`config.mk`:
```
export PLATFORM = sky130hd
export DESIGN_NAME = lcd_4bit_writer_flat
export DESIGN_NICKNAME = d
export VERILOG_FILES = /design/src/rtl/lcd_4bit_writer_if.sv /design/src/rtl/lcd_4bit_writer.sv /design/src/flat_wrapper.sv
export SDC_FILE = /design/constraint.sdc
export NUM_CORES = 1
export LEC_CHECK = 0
export BUFFER_PORTS_ARGS = -buffer_cell sky130_fd_sc_hd__buf_2
export CELL_PAD_IN_SITES_DETAIL_PLACEMENT = 0
export CELL_PAD_IN_SITES_GLOBAL_PLACEMENT = 1
export CORE_UTILIZATION = 25
export DETAILED_ROUTE_END_ITERATION = 10
export PLACE_DENSITY_LB_ADDON = 0.25
export SLEW_MARGIN = 20
export SYNTH_ARGS = -nofsm -noshare
export SYNTH_HDL_FRONTEND = slang
export SYNTH_SLANG_ARGS = --single-unit
```
`constraint.sdc`:
```
create_clock -name clock -period 3.5 [get_ports clock]
set_clock_uncertainty 0.2 [all_clocks]
set_input_delay 0.7 -clock clock [delete_from_list [all_inputs] [get_ports clock]]
set_output_delay 0.7 -clock clock [all_outputs]
set_load 0.02 [all_outputs]
```
`src/rtl/lcd_4bit_writer_if.sv`:
```
// Request channel into the LCD writer: one command/data byte per valid/ready handshake.
interface lcd_4bit_writer_if;
  logic       s_valid;
  logic       s_ready;
  logic       s_rs;
  logic [7:0] s_data;
  logic       s_nibble_only;
  logic       s_long;

  modport master (
    output s_valid,
    output s_rs,
    output s_data,
    output s_nibble_only,
    output s_long,
    input  s_ready
  );

  modport slave (
    input  s_valid,
    input  s_rs,
    input  s_data,
    input  s_nibble_only,
    input  s_long,
    output s_ready
  );
endinterface

```
`src/rtl/lcd_4bit_writer.sv`:
```
// HD44780-compatible 4-bit-mode LCD transmitter. Sends one byte as two strobed
// nibbles (or a single nibble for the 8-bit wake-up writes), then waits out the
// controller's execution time before accepting the next request.
module lcd_4bit_writer #(
  parameter int SETUP_CYCLES      = 2,
  parameter int E_PULSE_CYCLES    = 12,
  parameter int HOLD_CYCLES       = 2,
  parameter int NIBBLE_GAP_CYCLES = 27,
  parameter int EXEC_CYCLES       = 1080,
  parameter int EXEC_LONG_CYCLES  = 44280
) (
  input  logic               clock,
  input  logic               reset,
  lcd_4bit_writer_if.slave   s,
  output logic               busy,
  output logic               lcd_rs,
  output logic               lcd_rw,
  output logic               lcd_e,
  output logic [3:0]         lcd_db
);

  localparam int MAX_A = (SETUP_CYCLES > E_PULSE_CYCLES) ? SETUP_CYCLES : E_PULSE_CYCLES;
  localparam int MAX_B = (HOLD_CYCLES > NIBBLE_GAP_CYCLES) ? HOLD_CYCLES : NIBBLE_GAP_CYCLES;
  localparam int MAX_C = (EXEC_CYCLES > EXEC_LONG_CYCLES) ? EXEC_CYCLES : EXEC_LONG_CYCLES;
  localparam int MAX_D = (MAX_A > MAX_B) ? MAX_A : MAX_B;
  localparam int MAX_P = (MAX_C > MAX_D) ? MAX_C : MAX_D;
  localparam int CW    = $clog2(MAX_P) + 1;

  // Counter reload values: a state lasting N cycles starts at N-1 and exits at 0.
  localparam logic [CW-1:0] L_SETUP = CW'(SETUP_CYCLES - 1);
  localparam logic [CW-1:0] L_E     = CW'(E_PULSE_CYCLES - 1);
  localparam logic [CW-1:0] L_HOLD  = CW'(HOLD_CYCLES - 1);
  localparam logic [CW-1:0] L_GAP   = CW'(NIBBLE_GAP_CYCLES - 1);
  localparam logic [CW-1:0] L_EX    = CW'(EXEC_CYCLES - 1);
  localparam logic [CW-1:0] L_EXL   = CW'(EXEC_LONG_CYCLES - 1);

  typedef enum logic [2:0] {
    ST_IDLE,
    ST_SETUP,
    ST_E_HIGH,
    ST_HOLD,
    ST_GAP,
    ST_EXEC
  } state_t;

  state_t        state_q, state_d;
  logic [CW-1:0] cnt_q, cnt_d;
  logic          idx_q, idx_d;
  logic [3:0]    data_lo_q, data_lo_d;
  logic          nib_q, nib_d;
  logic          long_q, long_d;
  logic          ready_q, ready_d;
  logic          lcd_rs_q, lcd_rs_d;
  logic          lcd_e_q, lcd_e_d;
  logic [3:0]    lcd_db_q, lcd_db_d;

  logic          cnt_zero;
  assign cnt_zero = (cnt_q == '0);

  // State, shared delay counter, latched request and registered pin drivers.
  always_ff @(posedge clock or negedge reset) begin
    if (!reset) begin
      state_q   <= ST_IDLE;
      cnt_q     <= '0;
      idx_q     <= 1'b0;
      data_lo_q <= 4'h0;
      nib_q     <= 1'b0;
      long_q    <= 1'b0;
      ready_q   <= 1'b0;
      lcd_rs_q  <= 1'b0;
      lcd_e_q   <= 1'b0;
      lcd_db_q  <= 4'h0;
    end else begin
      state_q   <= state_d;
      cnt_q     <= cnt_d;
      idx_q     <= idx_d;
      data_lo_q <= data_lo_d;
      nib_q     <= nib_d;
      long_q    <= long_d;
      ready_q   <= ready_d;
      lcd_rs_q  <= lcd_rs_d;
      lcd_e_q   <= lcd_e_d;
      lcd_db_q  <= lcd_db_d;
    end
  end

  // Next-state and next-output logic; pin values are computed one edge ahead so every output is a flop.
  always_comb begin
    state_d   = state_q;
    cnt_d     = cnt_zero ? cnt_q : (cnt_q - CW'(1));
    idx_d     = idx_q;
    data_lo_d = data_lo_q;
    nib_d     = nib_q;
    long_d    = long_q;
    ready_d   = 1'b0;
    lcd_rs_d  = lcd_rs_q;
    lcd_e_d   = 1'b0;
    lcd_db_d  = lcd_db_q;

    case (state_q)
      ST_IDLE: begin
        // Ready rises one cycle after re-entering IDLE, guaranteeing an idle gap between transfers.
        ready_d = 1'b1;
        cnt_d   = cnt_q;
        if (ready_q && s.s_valid) begin
          ready_d   = 1'b0;
          state_d   = ST_SETUP;
          cnt_d     = L_SETUP;
          idx_d     = 1'b0;
          data_lo_d = s.s_data[3:0];
          nib_d     = s.s_nibble_only;
          long_d    = s.s_long;
          lcd_rs_d  = s.s_rs;
          lcd_db_d  = s.s_data[7:4];
        end
      end
      ST_SETUP: begin
        if (cnt_zero) begin
          state_d = ST_E_HIGH;
          cnt_d   = L_E;
          lcd_e_d = 1'b1;
        end
      end
      ST_E_HIGH: begin
        lcd_e_d = 1'b1;
        if (cnt_zero) begin
          state_d = ST_HOLD;
          cnt_d   = L_HOLD;
          lcd_e_d = 1'b0;
        end
      end
      ST_HOLD: begin
        if (cnt_zero) begin
          if (!idx_q && !nib_q) begin
            state_d = ST_GAP;
            cnt_d   = L_GAP;
          end else begin
            state_d = ST_EXEC;
            cnt_d   = long_q ? L_EXL : L_EX;
          end
        end
      end
      ST_GAP: begin
        // The low nibble goes onto the bus only now, well clear of the previous strobe.
        if (cnt_zero) begin
          state_d  = ST_SETUP;
          cnt_d    = L_SETUP;
          idx_d    = 1'b1;
          lcd_db_d = data_lo_q;
        end
      end
      ST_EXEC: begin
        if (cnt_zero) begin
          state_d = ST_IDLE;
        end
      end
      default: begin
        state_d = ST_IDLE;
        cnt_d   = '0;
      end
    endcase
  end

  assign s.s_ready = ready_q;
  assign busy      = ~ready_q;
  assign lcd_rs    = lcd_rs_q;
  assign lcd_rw    = 1'b0;
  assign lcd_e     = lcd_e_q;
  assign lcd_db    = lcd_db_q;

endmodule

```
`src/flat_wrapper.sv`:
```
// flat-port wrapper written by rule: the top's interface ports become plain ports
module lcd_4bit_writer_flat 
#(
  parameter int SETUP_CYCLES      = 2,
  parameter int E_PULSE_CYCLES    = 12,
  parameter int HOLD_CYCLES       = 2,
  parameter int NIBBLE_GAP_CYCLES = 27,
  parameter int EXEC_CYCLES       = 1080,
  parameter int EXEC_LONG_CYCLES  = 44280
)
  (clock, reset, busy, lcd_rs, lcd_rw, lcd_e, lcd_db, s_s_valid, s_s_rs, s_s_data, s_s_nibble_only, s_s_long, s_s_ready);
  lcd_4bit_writer_if s_i ();
  input  logic clock;
  input  logic reset;
  output logic busy;
  output logic lcd_rs;
  output logic lcd_rw;
  output logic lcd_e;
  output logic [3:0] lcd_db;
  input wire logic [$bits(s_i.s_valid)-1:0] s_s_valid;
  input wire logic [$bits(s_i.s_rs)-1:0] s_s_rs;
  input wire logic [$bits(s_i.s_data)-1:0] s_s_data;
  input wire logic [$bits(s_i.s_nibble_only)-1:0] s_s_nibble_only;
  input wire logic [$bits(s_i.s_long)-1:0] s_s_long;
  output wire logic [$bits(s_i.s_ready)-1:0] s_s_ready;
  assign s_i.s_valid = s_s_valid;
  assign s_i.s_rs = s_s_rs;
  assign s_i.s_data = s_s_data;
  assign s_i.s_nibble_only = s_s_nibble_only;
  assign s_i.s_long = s_s_long;
  assign s_s_ready = s_i.s_ready;
  lcd_4bit_writer #(.SETUP_CYCLES(SETUP_CYCLES), .E_PULSE_CYCLES(E_PULSE_CYCLES), .HOLD_CYCLES(HOLD_CYCLES), .NIBBLE_GAP_CYCLES(NIBBLE_GAP_CYCLES), .EXEC_CYCLES(EXEC_CYCLES), .EXEC_LONG_CYCLES(EXEC_LONG_CYCLES)) u_core (.clock(clock), .reset(reset), .s(s_i), .busy(busy), .lcd_rs(lcd_rs), .lcd_rw(lcd_rw), .lcd_e(lcd_e), .lcd_db(lcd_db));
endmodule
```
==> results of run 1 <==
[power by group through the flow]
stage          sequential (mW)  combinational, mW  clock [mW]
6_report                 0.615              0.411       0.319
5_1_grt                  0.632              0.465       0.348
4_1_cts                  0.614              0.412       0.331
3_5_place_dp             0.619              0.412           0
3_3_place_gp             0.622              0.411           0
2_1_floorplan            0.596              0.318           0
[cell type report]
class	count	area (um^2)
Fill cell	898	5890
Multi-Input combinational cell	172	1210
Sequential cell	34	851
Tap cell	105	131
Timing Repair Buffer	24	128
Clock buffer	6	82.6
Inverter	9	33.8
Clock inverter	2	12.5
[registers in the layout, summed over array words and instances, names as in the netlist]
name / flops
u_core.cnt_q: 17
u_core.lcd_e: 1
u_core.long_q: 1
u_core.lcd_rs: 1
u_core.lcd_db: 4
u_core.s.s_ready: 1
u_core.state_q: 3
u_core.idx_q: 1
u_core.data_lo_q: 4
u_core.nib_q: 1
[routing by layer]
layer,up-vias,part of all wire [%],GRT usage (%)
li1,907,-,-
met1,932,49,21.8
met2,52,45,23.0
met3,2,5.4,2.87
met4,0,0.47,4.67
met5,-,0,0
[path summary, 6_finish.rpt]
kind                       cells after the start            start  slack (ps)               to
setup / recovery                              10  u_core.cnt_q[0]         650  u_core.cnt_q[0]
hold / removal                                 1            reset         300  u_core.cnt_q[5]
setup reg to reg                              10  u_core.cnt_q[0]         650  u_core.cnt_q[0]
hold reg to reg                                1    u_core.lcd_rs         300    u_core.lcd_rs
max in group asynchronous                      1            reset        2280  u_core.cnt_q[1]
min in group clock                             1    u_core.lcd_rs         300    u_core.lcd_rs
[worst max-delay path: cells and delay by family (launching register included)]
family / cells / cell delay (ps)
AO/OA/AOI/OAI: 2 / 370
adder cells (fa/ha/maj): 3 / 750
buffers and inverters: 2 / 280
flip-flops: 1 / 420
AND/OR/NAND/NOR: 3 / 770
[layout by cell type (no fill, tap or decap), types with 2 or more instances in the layout]
cell type | Yosys | final
nor3_2 | 2 | 2
a311oi_1 | 2 | 2
buf_2 | 0 | 21
nor4_1 | 2 | 2
nand4_1 | 5 | 5
or2_2 | 2 | 2
a211oi_1 | 4 | 4
o211ai_1 | 5 | 5
nor2_1 | 20 | 20
a221oi_1 | 3 | 3
a31oi_1 | 6 | 6
mux2_2 | 7 | 7
a21oi_1 | 14 | 14
nor4_4 | 2 | 2
a22oi_1 | 3 | 3
ha_1 | 3 | 3
o21ai_0 | 5 | 5
o21a_1 | 2 | 2
nand2_1 | 13 | 13
dfrtp_1 | 34 | 34
nor3_1 | 6 | 6
inv_1 | 7 | 7
o31ai_1 | 2 | 2
nand3b_1 | 2 | 2
o22ai_1 | 7 | 7
nand3_1 | 14 | 14
o21ai_1 | 2 | 2
clkbuf_8 | 0 | 6
or4_1 | 3 | 3
or3_1 | 4 | 4
buf_4 | 3 | 3
a21o_1 | 3 | 3
nand2b_1 | 2 | 2
[cell families after synthesis]
logic type / count (synthesis) / synth area share, %
AO/OA/AOI/OAI: 71 / 23.9
adder cells (fa/ha/maj): 4 / 2.18
buffers and inverters: 23 / 5.51
flip-flops: 34 / 39.1
multiplexers: 7 / 3.62
other: 1 / 0.172
AND/OR/NAND/NOR: 89 / 25.6
[metrics by stage]
stage                     total power, mW  worst slack (ps)  std cells  utilization (%)  hold slack (ps)
final                                1.35               653        352             29.3              301
after global routing                 1.44               464        352             29.3              332
after CTS                            1.36               663        352             29.3              307
after detailed placement             1.03               676        344             28.2              288
after global placement               1.03               681        344             28.2              287
after floorplan                     0.913               925        229                -              204
==> results.txt, run 1 <==
status: finished clean
port buffer count: 21
Post-Synthesis Cell Area: 2180 um^2
fraction of registers with async set/reset: 100%
setup violators final: 0
Switch Pwr: 521 uW
worst-case clock buffer depth: 2
worst hold path type: primary input to asynchronous set/reset pin
Leak: 1.03 nW
grt ovf: 0
Tcrit/Tclk final: 81.3%
Worst-path clk slew: 80 ps
largest net degree at the start of global routing: 35
Critical-path top delay cell: dfrtp_1
DIE WIDTH: 95.3 um
layout cells sized above 1: 23.9%
DRC: 0
Post-Syn Nets: 246
CTS tree: built
Max transition margin: 45.3%
Yosys top cell by area: dfrtp_1
Final #Nets: 263
Synth Register Bits: 34
Int Power: 824 uW
Syn. warnings: 0
Worst-Margin Slew: 820 ps
Sw Share: 38.7%
post-CTS sizing: 0
library cells used by synthesis: 62
Setup Crit Path Kind: flop to flop
Synth top cells by count: 34 x dfrtp_1, 20 x nor2_1, 14 x a21oi_1, 14 x nand3_1, 13 x nand2_1
Yosys top cell area share: 39.1%
Rows: 33
slowest stage delay, CP: 420 ps
IO Pins: 23
Total Routing Usage GR: 15.3%
Critical Path Most Common Cell: ha_1
DR iter-0 viols: 94
fin. max-slew vios: 0
number of detailed-route iterations in the first pass: 4
Post-CTS Repair Setup Buffers: 0
Final Hold Viols: 0
Starting Density: 26.1%
design area: 2450 um^2
Die Height: 95.3 um
WL/cell: 17.5 um
Tmin final: 2850 ps
max-cap violations: 0
vias in the first global route: 1906
number of flops mapped to enable cells by yosys: 0
Peak VDD IR: 0.227 mV
fmax: 351 MHz
Final GP Congestion: 0.789
post-route ant nets: 0
CTS buffer count: 5
setup TNS: 0 ps
Combinational Power Share: 30.6%
Die ar.: 9090 um^2
routed via count: 1893
initial antenna violation count: 0
Area Overhead vs Synth: 12.3%
critical-path cell list: inv_1 -> ha_1 -> nor4b_4 -> nand3_4 -> nor2_8 -> inv_2 -> ha_1 -> maj3_1 -> o22ai_1 -> o221a_2
Ant. Diodes: 0
CP max FO: 13
H-tree depth: 2
syn avg cell area: 9.51 um^2
ys flop type: dfrtp_1
first-pass GRT wire length: 10400 um
worst skew pair latency: 290 ps
RSZ-0062 raised after global routing: no
Placed Area: 2350 um^2
drt total wl: 6150 um
Hold-fix buffers, CTS: 0
main area contributors after synthesis: dfrtp_1 39%, mux2_2 3.6%, nor2_1 3.4%
CP Launch Type: flop
CP Data Required Time: 3530 ps
Sequential Power Share: 45.7%
Clock Tree Root: clkbuf_8
Clk pwr share: 23.7%
Synth Instances: 229
vias per cell: 5.38
arrival time worst endpoint: 2880 ps
Setup crit end kind: flop
detailed placement HPWL: 4160 um
most numerous cell in the Yosys netlist: dfrtp_1
core area: 8340 um^2
CTS sink cnt: 34
sequential-to-total area share from yosys stat: 39.1%
Pwr per Cell Area: 550 nW/um^2
No activity file was read; power rests on OpenSTA's default activity.
==> inputs of run 2 (changes only) <==
Clock period 3.5 ns to 2.7 ns, I/O delays scaled along.
==> results.txt, run 2 (synthesis gave the netlist of run 1 again) <==
status: finished clean
most common cell after layout, fill and taps aside: dfrtp_1
Die Height: 95.3 um (unchanged)
port buffer count: 21 (unchanged)
Ant. Diodes: 0 (unchanged)
H-tree depth: 2 (unchanged)
max FFs per register: 17 (unchanged)
number of detailed-route iterations in the first pass: 4 (unchanged)
fmax: 398 MHz (+13%)
WL/cell: 17.0 um (-2.6%)
critical-path cell list: inv_1 -> ha_1 -> nor4b_4 -> nand3_4 -> nor2_8 -> inv_2 -> ha_1 -> maj3_1 -> o22ai_1 -> o221a_2
Peak VDD IR: 0.211 mV (-7.2%)
total power: 1.77 mW (+31%)
CP max FO: 4 (-9)
design area: 2540 um^2 (+3.8%)
capture point of the worst path: u_core.cnt_q[0]
CTS tree: built
CP Launch Type: flop
RSZ-0062 raised after global routing: no
routed via count: 1931 (+2.0%)
setup violators final: 0 (unchanged)
Worst Hold Margin: 121 ps (-180 ps)
Worst setup startpoint: u_core.cnt_q[0]
max-cap violations: 0 (unchanged)
DIE WIDTH: 95.3 um (unchanged)
Critical Path Most Common Cell: ha_1
slowest stage delay, CP: 430 ps (about the same)
detailed placement HPWL: 4440 um (+6.6%)
Setup Crit Path Kind: flop to flop
post-CTS sizing: 0 (unchanged)
Area Overhead vs Synth: 16.6%
setup TNS: 0 ps (unchanged)
Switch Pwr: 676 uW (+30%)
Starting Density: 26.1% (unchanged)
Rows: 33 (unchanged)
vias per cell: 5.29 (-1.6%)
Final Hold Viols: 0 (unchanged)
r2r startpoint: u_core.cnt_q[0]
largest net degree at the start of global routing: 35 (unchanged)
Tmin final: 2520 ps (-331 ps)
Max transition margin: 47.7% (+2.3 points)
Die ar.: 9090 um^2 (unchanged)
Worst-Margin Slew: 785 ps (-35.1 ps)
IO Pins: 23 (unchanged)
most frequent cells in the layout: 34 x dfrtp_1, 21 x buf_2, 20 x nor2_1
DRC: 0 (unchanged)
Tcrit/Tclk final: 93.2% (+12 points)
worst skew pair latency: 290 ps (about the same)
CTS sink cnt: 34 (unchanged)
Worst-path clk slew: 80 ps (about the same)
setup slack, reg-to-reg: 180 ps (-470 ps)
utilization after layout: 30.5% (+1.1 points)
fin. max-slew vios: 0 (unchanged)
worst hold path type: primary input to asynchronous set/reset pin
Setup crit end kind: flop
first-pass GRT wire length: 10300 um (-0.66%)
Top reg by flops: u_core.cnt_q
worst-case clock buffer depth: 2 (unchanged)
DR iter-0 viols: 160 (+70%)
layout cells sized above 1: 27.3% (+3.4 points)
Placed Area: 2450 um^2 (+4.2%)
grt ovf: 0 (unchanged)
Total Routing Usage GR: 15.2% (-0.088 points)
Clock Tree Root: clkbuf_8
Hold-fix buffers, CTS: 0 (unchanged)
Critical-path top delay cell: dfrtp_1
vias in the first global route: 1945 (+2.0%)
CP Data Required Time: 2740 ps (-790 ps)
core area: 8340 um^2 (unchanged)
post-route ant nets: 0 (unchanged)
Combinational Power Share: 31.6% (+1.0 points)
Final GP Congestion: 0.775 (-1.9%)
CTS buffer count: 5 (unchanged)
Leak: 1.10 nW (+6.3%)
Post-CTS Repair Setup Buffers: 0 (unchanged)
Pwr per Cell Area: 696 nW/um^2 (+26%)
reg2reg path depth: 10 (unchanged)
drt total wl: 6210 um (+1.0%)
Sequential Power Share: 45.2% (-0.5 points)
terminus of the critical flop-to-flop path: u_core.cnt_q[0]
Final #Nets: 276 (+4.9%)
arrival time worst endpoint: 2550 ps (-330 ps)
Sw Share: 38.3% (-0.49 points)
Clk pwr share: 23.1% (-0.6 points)
Int Power: 1.09 mW (+32%)
initial antenna violation count: 0 (unchanged)
run 2: cell types whose count changed in the layout (fill, tap and decap cells not counted), sizes merged:
cell      before  now
buf           24   37
clkbuf         6    7
clkinvlp       1    0
run 2: power by group through the flow:
stage                     Clock, mW  Combinational [mW]  Sequential, mW
after floorplan                   0               0.412           0.772
after global placement            0               0.553           0.806
after detailed placement          0               0.555           0.806
after CTS                     0.419               0.560           0.798
after global routing          0.436               0.630           0.826
final                         0.409               0.559           0.799
run 2: routing by layer:
layer | share of wire [%] | routed length (um) | GRT usage, % | up-vias
met5 | 0 | 0 | 0 | -
met4 | 1.8 | 111 | 5.68 | 0
met3 | 4.1 | 254 | 3.11 | 11
met2 | 44 | 2750 | 22.9 | 53
met1 | 50 | 3090 | 21.1 | 935
li1 | - | - | - | 932
run 2: metrics by stage:
stage	setup WS (ps)	cells
2_1_floorplan	125	229
3_3_place_gp	301	357
3_5_place_dp	200	357
4_1_cts	165	365
5_1_grt	30.0	365
6_report	185	365
run 2: layout make-up:
class | instances | area (um^2)
Clock buffer | 7 | 86.3
Clock inverter | 1 | 5.00
Fill cell | 896 | 5800
Inverter | 9 | 33.8
Multi-Input combinational cell | 172 | 1210
Sequential cell | 34 | 851
Tap cell | 105 | 131
Timing Repair Buffer | 37 | 225
run 2: worst min path at each step:
stage                       end  slack (ps)
3_3_place_gp      u_core.lcd_rs         290
3_5_place_dp      u_core.lcd_rs         300
2_1_floorplan   u_core.cnt_q[0]          40
4_1_cts         u_core.cnt_q[5]         170
6_report       u_core.cnt_q[10]         120
5_1_grt         u_core.cnt_q[5]         200
run 2: critical path, delay by kind of cell (launching register included):
kind	cells	cell delay, ps
DFF	1	430
and+or+nand+nor	3	580
adders and majority gates	3	690
AOI/OAI and AO/OA	2	390
buffers and inverters	2	150
==> inputs of run 3 (changes only) <==
Settings changed: CAP_MARGIN set to 10, CTS_BUF_LIST set to sky130_fd_sc_hd__clkbuf_8.
==> results.txt, run 3 (synthesis gave the netlist of run 1 again) <==
status: finished clean
setup slack, reg-to-reg: 180 ps (about the same)
Worst-Margin Slew: 784 ps (-1.56 ps)
Peak VDD IR: 0.211 mV (about the same)
detailed placement HPWL: 4440 um (unchanged)
DRC: 0 (unchanged)
r2r startpoint: u_core.cnt_q[0]
max FFs per register: 17 (unchanged)
vias in the first global route: 1945 (unchanged)
IO Pins: 23 (unchanged)
Die Height: 95.3 um (unchanged)
Post-CTS Repair Setup Buffers: 0 (unchanged)
utilization after layout: 30.5% (unchanged)
CP Data Required Time: 2740 ps (about the same)
fmax: 398 MHz (about the same)
Critical-path top delay cell: dfrtp_1
port buffer count: 21 (unchanged)
WL/cell: 17.1 um (+0.39%)
Rows: 33 (unchanged)
worst skew pair latency: 290 ps (about the same)
arrival time worst endpoint: 2550 ps (about the same)
core area: 8340 um^2 (unchanged)
worst hold path type: primary input to asynchronous set/reset pin
Layout fillers: 896 (unchanged)
terminus of the critical flop-to-flop path: u_core.cnt_q[0]
first-pass GRT wire length: 10300 um (unchanged)
Reg area: 851 um^2 (unchanged)
Worst-path clk slew: 80 ps (about the same)
Starting Density: 26.1% (unchanged)
layout cells sized above 1: 27.3% (unchanged)
critical-path cell list: inv_1 -> ha_1 -> nor4b_4 -> nand3_4 -> nor2_8 -> inv_2 -> ha_1 -> maj3_1 -> o22ai_1 -> o221a_2
initial antenna violation count: 0 (unchanged)
footprint of the multi-input gates: 1210 um^2 (unchanged)
DR iter-0 viols: 158 (-1.3%)
Tmin final: 2520 ps (-0.0510 ps)
Ant. Diodes: 0 (unchanged)
fin. max-slew vios: 0 (unchanged)
Final Hold Viols: 0 (unchanged)
CTS tree: built
Max transition margin: 47.8% (+0.10 points)
CP max FO: 4 (unchanged)
setup TNS: 0 ps (unchanged)
Area Overhead vs Synth: 16.6% (unchanged)
largest net degree at the start of global routing: 35 (unchanged)
Pwr per Cell Area: 694 nW/um^2 (-0.22%)
Critical Path Most Common Cell: ha_1
H-tree depth: 2 (unchanged)
vias per cell: 5.28 (-0.26%)
Total Routing Usage GR: 15.2% (unchanged)
CTS sink cnt: 34 (unchanged)
Setup crit end kind: flop
DIE WIDTH: 95.3 um (unchanged)
max-cap violations: 0 (unchanged)
slowest stage delay, CP: 430 ps (about the same)
Leak: 1.10 nW (+0.38%)
most frequent cells in the layout: 34 x dfrtp_1, 21 x buf_2, 20 x nor2_1
routed via count: 1926 (-0.26%)
CTS buffer count: 5 (unchanged)
Die ar.: 9090 um^2 (unchanged)
Tcrit/Tclk final: 93.2% (about the same)
grt ovf: 0 (unchanged)
worst-case clock buffer depth: 2 (unchanged)
post-route ant nets: 0 (unchanged)
RSZ-0062 raised after global routing: no
Setup Crit Path Kind: flop to flop
CP bufs+invs: 2 (unchanged)
reg2reg path depth: 10 (unchanged)
Final #Nets: 276 (unchanged)
Final GP Congestion: 0.775 (unchanged)
CP top delay family: adder cells
most common cell after layout, fill and taps aside: dfrtp_1
Top reg by flops: u_core.cnt_q
setup violators final: 0 (unchanged)
CP Launch Type: flop
drt total wl: 6230 um (+0.39%)
post-CTS sizing: 0 (unchanged)
Clock Tree Root: clkbuf_8
number of detailed-route iterations in the first pass: 4 (unchanged)
Hold-fix buffers, CTS: 0 (unchanged)
==> run 3: metal layers <==
layer | global-route usage, % | wire, um | vias up
met5 | 0 | 0 | -
met4 | 5.68 | 112 | 0
met3 | 3.11 | 233 | 11
met2 | 22.9 | 2770 | 49
met1 | 21.1 | 3120 | 935
li1 | - | - | 931
==> run 3: how the worst max path moves through the flow <==
| stage | to | startpoint | slack (ps) | depth (start not counted) |
|---|---|---|---|---|
| 2_1_floorplan | u_core.cnt_q[0] | u_core.cnt_q[0] | 130 | 11 |
| 3_3_place_gp | u_core.cnt_q[0] | u_core.cnt_q[0] | 300 | 10 |
| 3_5_place_dp | u_core.cnt_q[0] | u_core.cnt_q[2] | 200 | 8 |
| 4_1_cts | u_core.cnt_q[0] | u_core.cnt_q[0] | 160 | 10 |
| 5_1_grt | u_core.cnt_q[0] | u_core.cnt_q[0] | 30 | 10 |
| 6_report | u_core.cnt_q[0] | u_core.cnt_q[0] | 180 | 10 |
==> run 3: where the power goes <==
| part | switching, mW | internal, mW | total, mW | leakage, nW |
|---|---|---|---|---|
| registers | 0.177 | 0.623 | 0.800 | 0.420 |
| clock network | 0.201 | 0.202 | 0.404 | 0.0524 |
| logic | 0.298 | 0.262 | 0.559 | 0.629 |
| total | 0.676 | 1.09 | 1.76 | 1.10 |
==> run 3: area by class of cell <==
type	instances	area share [%]
inverters	9	1.33
well taps	105	5.17
clock buffers	6	3.25
flip-flops and latches	34	33.5
multi-input cells	172	47.5
clock inverters	2	0.345
repair buffers	37	8.87
==> run 3: worst reg2reg max path: cells and delay by family (launching register included) <==
family	cells	cell delay [ps]
AO/OA/AOI/OAI	2	390
flip-flops	1	430
adder cells (fa/ha/maj)	3	690
AND/OR/NAND/NOR	3	590
buffers and inverters	2	150
==> run 3: stage by stage <==
stage	power [mW]	instance area, um^2	hold slack (ps)	cells	setup WS [ps]
after floorplan	1.18	2180	44.4	229	125
after global placement	1.36	2450	291	357	301
after detailed placement	1.36	2450	297	357	200
after CTS	1.77	2540	171	365	165
after global routing	1.89	2540	196	365	30.0
final	1.76	2540	123	365	185
